--- src/rtl/scsp_dma_ctrl.sv ---
// SCSP DMA sequencer: copies words between sound RAM and the internal register
// space one read/write pair at a time, then pulses the DMA-end interrupt event.
module scsp_dma_ctrl #(
    parameter int unsigned MEM_AW = 19,
    parameter int unsigned REG_AW = 11
) (
    input  logic              CLK,
    input  logic              RST_N,
    input  logic [MEM_AW-1:0] DMEA,
    input  logic [REG_AW-1:0] DRGA,
    input  logic [10:0]       DTLG,
    input  logic              DDIR,
    input  logic              DGATE,
    input  logic              DEXE_SET,
    output logic              BUSY,
    output logic              DONE_IRQ,
    output logic [MEM_AW-1:0] MEM_A,
    output logic [15:0]       MEM_DO,
    input  logic [15:0]       MEM_DI,
    output logic              MEM_RD,
    output logic              MEM_WR,
    input  logic              MEM_RDY,
    output logic [REG_AW-1:0] REG_A,
    output logic [15:0]       REG_DO,
    input  logic [15:0]       REG_DI,
    output logic              REG_RD,
    output logic              REG_WR,
    input  logic              REG_RDY
);

    localparam int unsigned DW = 16;
    localparam int unsigned CW = 11;

    localparam logic [1:0] S_IDLE = 2'd0;
    localparam logic [1:0] S_RD   = 2'd1;
    localparam logic [1:0] S_WR   = 2'd2;
    localparam logic [1:0] S_DONE = 2'd3;

    logic [1:0]        state, state_nxt;
    logic [MEM_AW-1:0] mem_ptr, mem_ptr_nxt;
    logic [REG_AW-1:0] reg_ptr, reg_ptr_nxt;
    logic [CW-1:0]     cnt, cnt_nxt;
    logic              dir, dir_nxt;
    logic              gate, gate_nxt;
    logic [DW-1:0]     data, data_nxt;

    logic              busy_nxt, done_nxt;
    logic [MEM_AW-1:0] mem_a_nxt;
    logic [DW-1:0]     mem_do_nxt;
    logic              mem_rd_nxt, mem_wr_nxt;
    logic [REG_AW-1:0] reg_a_nxt;
    logic [DW-1:0]     reg_do_nxt;
    logic              reg_rd_nxt, reg_wr_nxt;

    logic              issue_rd, issue_wr, finish;
    logic [DW-1:0]     wdata;
    logic              src_rdy, dst_rdy;

    // Only the acknowledge of the port that owns the pending request matters.
    assign src_rdy = dir ? REG_RDY : MEM_RDY;
    assign dst_rdy = dir ? MEM_RDY : REG_RDY;

    // Next-state and next-output logic.
    always_comb begin
        state_nxt   = state;
        mem_ptr_nxt = mem_ptr;
        reg_ptr_nxt = reg_ptr;
        cnt_nxt     = cnt;
        dir_nxt     = dir;
        gate_nxt    = gate;
        data_nxt    = data;
        busy_nxt    = BUSY;
        done_nxt    = 1'b0;
        mem_a_nxt   = MEM_A;
        mem_do_nxt  = MEM_DO;
        mem_rd_nxt  = MEM_RD;
        mem_wr_nxt  = MEM_WR;
        reg_a_nxt   = REG_A;
        reg_do_nxt  = REG_DO;
        reg_rd_nxt  = REG_RD;
        reg_wr_nxt  = REG_WR;
        issue_rd    = 1'b0;
        issue_wr    = 1'b0;
        finish      = 1'b0;
        wdata       = '0;

        case (state)
            S_IDLE: begin
                // BUSY in IDLE marks the launch cycle after the parameters were latched.
                if (BUSY) begin
                    if (cnt == '0) begin
                        finish = 1'b1;
                    end else if (gate) begin
                        issue_wr = 1'b1;
                    end else begin
                        issue_rd = 1'b1;
                    end
                end else if (DEXE_SET) begin
                    mem_ptr_nxt = DMEA;
                    reg_ptr_nxt = DRGA;
                    cnt_nxt     = DTLG;
                    dir_nxt     = DDIR;
                    gate_nxt    = DGATE;
                    busy_nxt    = 1'b1;
                end
            end
            S_RD: begin
                if (src_rdy) begin
                    data_nxt   = dir ? REG_DI : MEM_DI;
                    mem_rd_nxt = 1'b0;
                    reg_rd_nxt = 1'b0;
                    issue_wr   = 1'b1;
                end
            end
            S_WR: begin
                if (dst_rdy) begin
                    mem_wr_nxt  = 1'b0;
                    reg_wr_nxt  = 1'b0;
                    mem_ptr_nxt = mem_ptr + MEM_AW'(1);
                    reg_ptr_nxt = reg_ptr + REG_AW'(1);
                    cnt_nxt     = cnt - CW'(1);
                    if (cnt == CW'(1)) begin
                        finish = 1'b1;
                    end else if (gate) begin
                        issue_wr = 1'b1;
                    end else begin
                        issue_rd = 1'b1;
                    end
                end
            end
            S_DONE: begin
                state_nxt = S_IDLE;
            end
            default: begin
                state_nxt = S_IDLE;
            end
        endcase

        if (finish) begin
            state_nxt = S_DONE;
            busy_nxt  = 1'b0;
            done_nxt  = 1'b1;
        end

        if (issue_rd) begin
            state_nxt = S_RD;
            if (dir) begin
                reg_rd_nxt = 1'b1;
                reg_a_nxt  = reg_ptr_nxt;
            end else begin
                mem_rd_nxt = 1'b1;
                mem_a_nxt  = mem_ptr_nxt;
            end
        end

        // Write data comes from the latch as updated this cycle, so a read
        // acknowledged now feeds the write raised on the same edge.
        if (issue_wr) begin
            state_nxt = S_WR;
            wdata     = gate ? '0 : data_nxt;
            if (dir) begin
                mem_wr_nxt = 1'b1;
                mem_a_nxt  = mem_ptr_nxt;
                mem_do_nxt = wdata;
            end else begin
                reg_wr_nxt = 1'b1;
                reg_a_nxt  = reg_ptr_nxt;
                reg_do_nxt = wdata;
            end
        end
    end

    // State and registered outputs.
    always_ff @(posedge CLK or negedge RST_N) begin
        if (!RST_N) begin
            state    <= S_IDLE;
            mem_ptr  <= '0;
            reg_ptr  <= '0;
            cnt      <= '0;
            dir      <= 1'b0;
            gate     <= 1'b0;
            data     <= '0;
            BUSY     <= 1'b0;
            DONE_IRQ <= 1'b0;
            MEM_A    <= '0;
            MEM_DO   <= '0;
            MEM_RD   <= 1'b0;
            MEM_WR   <= 1'b0;
            REG_A    <= '0;
            REG_DO   <= '0;
            REG_RD   <= 1'b0;
            REG_WR   <= 1'b0;
        end else begin
            state    <= state_nxt;
            mem_ptr  <= mem_ptr_nxt;
            reg_ptr  <= reg_ptr_nxt;
            cnt      <= cnt_nxt;
            dir      <= dir_nxt;
            gate     <= gate_nxt;
            data     <= data_nxt;
            BUSY     <= busy_nxt;
            DONE_IRQ <= done_nxt;
            MEM_A    <= mem_a_nxt;
            MEM_DO   <= mem_do_nxt;
            MEM_RD   <= mem_rd_nxt;
            MEM_WR   <= mem_wr_nxt;
            REG_A    <= reg_a_nxt;
            REG_DO   <= reg_do_nxt;
            REG_RD   <= reg_rd_nxt;
            REG_WR   <= reg_wr_nxt;
        end
    end

endmodule

--- config.mk ---
export PLATFORM = sky130hd
export DESIGN_NAME = scsp_dma_ctrl
export DESIGN_NICKNAME = d
export VERILOG_FILES = /design/src/rtl/scsp_dma_ctrl.sv
export SDC_FILE = /design/constraint.sdc
export NUM_CORES = 1
export LEC_CHECK = 0
export CORE_UTILIZATION = 50
export DETAILED_ROUTE_END_ITERATION = 7
export PLACE_DENSITY = 0.77
export SLEW_MARGIN = 20
export SYNTH_ARGS = -nofsm -noshare
export SYNTH_HDL_FRONTEND = slang
export SYNTH_SLANG_ARGS = --single-unit
--- constraint.sdc ---
create_clock -name CLK -period 2.5 [get_ports CLK]
set_input_delay 0.25 -clock CLK [delete_from_list [all_inputs] [get_ports CLK]]
set_output_delay 0.25 -clock CLK [all_outputs]
set_load 0.02 [all_outputs]
==> results.toml <==
[run_status]
outcome = "complete, no violations"

[place]
io_buffer_count = 147
pre_cts_slack_ns = 0.00361
placed_cells = 880
place.gp.congestion = 0.871
place_hpwl_mm = 11.5

[critical_path]
worstPathArrival_ns = 2.62
critPathMaxStageDelay_ns = 0.42
crit_path_top_delay_cell = "dfrtp_1"
reg2reg_depth = 6
worstSetupPathType = "reg -> reg"
path_max_fanout = 19
cp.required_ns = 2.79
critPathLaunchType = "register"
crit_path_cell_trace = "nor3_1 > nand4_1 > a22o_1 > a31oi_4 > buf_12 > mux2_2"
crit_path_end_kind = "register"

[detailed_routing]
drc = 0
vias_per_cell = 5.73
dr.pass1.iters = 5
wire_per_inst_um = 18.0
first_iter_violations = 405
totalWireLength_mm = 16.5
ant_nets = 0
vias = 5232

[timing]
fin_skew_ns = 0.00692
finalCritPeriodShare_pct = 93.2
rsz0062_at_grt = "false"
setup_tns_ns = 0
setup_ws_ns = 0.170
setup_viol_count_final = 0
relSlewSlack_pct = 52.6
finalCriticalPeriod_ns = 2.33
max_freq_mhz = 429
tightest_slew_ns = 0.711
drv_slew = 0
hold_violations = 0

[yosys]
async_reset_ff_share_pct = 100
synth_edf_count = 0
syn_area_per_cell_um2 = 10.9
synth_top_area_share_pct = 51.9
yosys-top-cells-count = "129 x dfrtp_1, 51 x a21oi_1, 50 x mux2_2"
seq_area_frac_synth_pct = 51.9
ys.flop_type = "dfrtp_1"
ys_top_cells_by_area = "dfrtp_1 52%, mux2_2 9.1%, a21oi_1 4.1%, mux2i_1 3.7%, nor2_1 2.9%"
synthesis.area_um2 = 6210
syn_nets = 655
yosysTopAreaCell = "dfrtp_1"
yosysMostFrequentCell = "dfrtp_1"
synthCells = 570
synthDistinctLibCells = 55
ys_seq_elements = 129
yosys_warnings = 0

[power]
peakVddDrop_mv = 0.748
p_per_area_nw_per_um2 = 1400
total_power_mw = 12.1
p_leak_nw = 3.62

[die]
die_x_um = 113
initial_core_util_pct = 51.5
core-area_um2 = 12100
die_h_um = 113
pin_count = 148
rows = 40
die-area_um2 = 12900

[cells_and_area]
fin_cells = 913
finish.utilization_pct = 71.4
final_nets = 817
area_delta_synth_final_pct = 38.6
diodes = 0
nFillCells = 848
final_layout_size_suffix_gt1_share_pct = 17.0

[flow_run]
cap_violations = 0

[grt]
grt_usage_pct = 27.2
grt_pass1_wl_mm = 26.9
antenna_found_initial = 0
grt_max_degree = 55
grt_pass1_vias = 5363
grt_overflow_total = 0

[clock_network]
cts.path.max_buffers = 2
post_cts_buffers = 0
numCtsBuffers = 17
clk_latency_ns = 0.41
clk_pin_slew_ns = 0.06
htreeDepth = 4
cts_sinks = 129
cts_tree = "yes"
root_buffer = "clkbuf_16"

[min_path]
hold_path_depth = 3
hold_path_class = "in -> reg"
==> power breakdown <==
| group | switching (mW) | total (mW) | internal, mW |
|---|---|---|---|
| sequential | 0.712 | 3.77 | 3.06 |
| clock | 0.915 | 2.64 | 1.73 |
| combinational | 2.91 | 5.64 | 2.74 |
==> sequential cells by signal, summed over array words and instances (netlist names) <==
signal,cells
dir,1
data,16
state,2
gate,1
REG_DO,16
MEM_WR,1
reg_ptr,11
REG_A,11
MEM_DO,16
REG_RD,1
cnt,11
MEM_A,19
mem_ptr,19
BUSY,1
MEM_RD,1
REG_WR,1
DONE_IRQ,1
==> worst max-delay path, delay by kind of cell (launching register included) <==
| family | cells | cell delay [ns] |
|---|---|---|
| buf+inv | 1 | 0.20 |
| compound gates | 2 | 0.56 |
| flops | 1 | 0.42 |
| mux | 1 | 0.35 |
| simple gates | 2 | 0.68 |
==> cell type report <==
| cell class | instances | area, um^2 | share of cell area, % |
|---|---|---|---|
| Sequential cell | 129 | 3230 | 37.5 |
| Multi-Input combinational cell | 404 | 2820 | 32.7 |
| Timing Repair Buffer | 173 | 1690 | 19.6 |
| Clock buffer | 20 | 457 | 5.30 |
| Tap cell | 168 | 210 | 2.44 |
| Clock inverter | 12 | 180 | 2.09 |
| Inverter | 7 | 26.3 | 0.305 |
==> cell usage in the layout (no fill, tap or decap), drive strengths merged, types with 3 or more instances in the layout <==
master         netlist  routed
a21o                 3       3
dfrtp              129     129
buf                 12      26
nor3                10      10
nand2               38      38
and4                 3       3
mux2i               23      23
nand2b               9       9
clkbuf              18      20
o21ai               29      29
o22ai               10      10
nor2b               19      19
and2                 4       4
or3                  4       4
o211ai               3       3
ha                   5       5
and3                 3       3
mux2                64      64
inv                  7       9
nor4                 5       5
a22oi                9       9
nand4               13      13
clkinv               0       4
nand3               18      18
a21oi               51      51
bufinv               0       4
o32ai                5       5
nor2                48      48
clkdlybuf4s50        0     146
==> cell families (layout without fill, tap and decap cells) <==
| logic type | Yosys count | in the layout | share of synthesized area (%) |
|---|---|---|---|
| flip-flops | 129 | 129 | 51.9 |
| AO/OA/AOI/OAI | 130 | 130 | 13.0 |
| buffers and inverters | 37 | 212 | 2.88 |
| adder cells (fa/ha/maj) | 5 | 5 | 1.01 |
| multiplexers | 87 | 87 | 16.0 |
| AND/OR/NAND/NOR | 179 | 179 | 14.8 |
| XOR/XNOR | 3 | 3 | 0.423 |
==> routing by layer <==
metal / GRT usage [%] / up-vias / routed length [um]
li1: - / 2398 / -
met1: 33.8 / 2599 / 6890
met2: 46.1 / 214 / 8190
met3: 7.65 / 21 / 1170
met4: 8.25 / 0 / 221
met5: 0 / - / 0
==> timing repair <==
| item | CTS | global route |
|---|---|---|
| hold buffers | 1 | 0 |
| gates resized for setup | 0 | 1 |
| endpoints found under the hold margin | 51 | 0 |
| endpoints found under the setup margin | 0 | 5 |
==> worst paths after layout <==
kind	start	end	slack [ns]
min in group asynchronous	RST_N	cnt[6]	0.42
worst max register to register	cnt[5]	MEM_A[2]	0.17
max in group asynchronous	RST_N	data[6]	1.35
worst max-delay path	cnt[5]	MEM_A[2]	0.17
worst min-delay path	DGATE	gate	0.38
worst min register to register	MEM_WR	MEM_WR	0.47
==> through the flow <==
stage / instance area [um^2] / hold slack [ns]
5_1_grt: 8610 / 0.379
3_3_place_gp: 7960 / 0.331
3_5_place_dp: 7960 / 0.342
2_1_floorplan: 6210 / -0.0456
6_report: 8610 / 0.384
4_1_cts: 8600 / 0.373
Note: power is estimated with default switching activity, not from simulation.
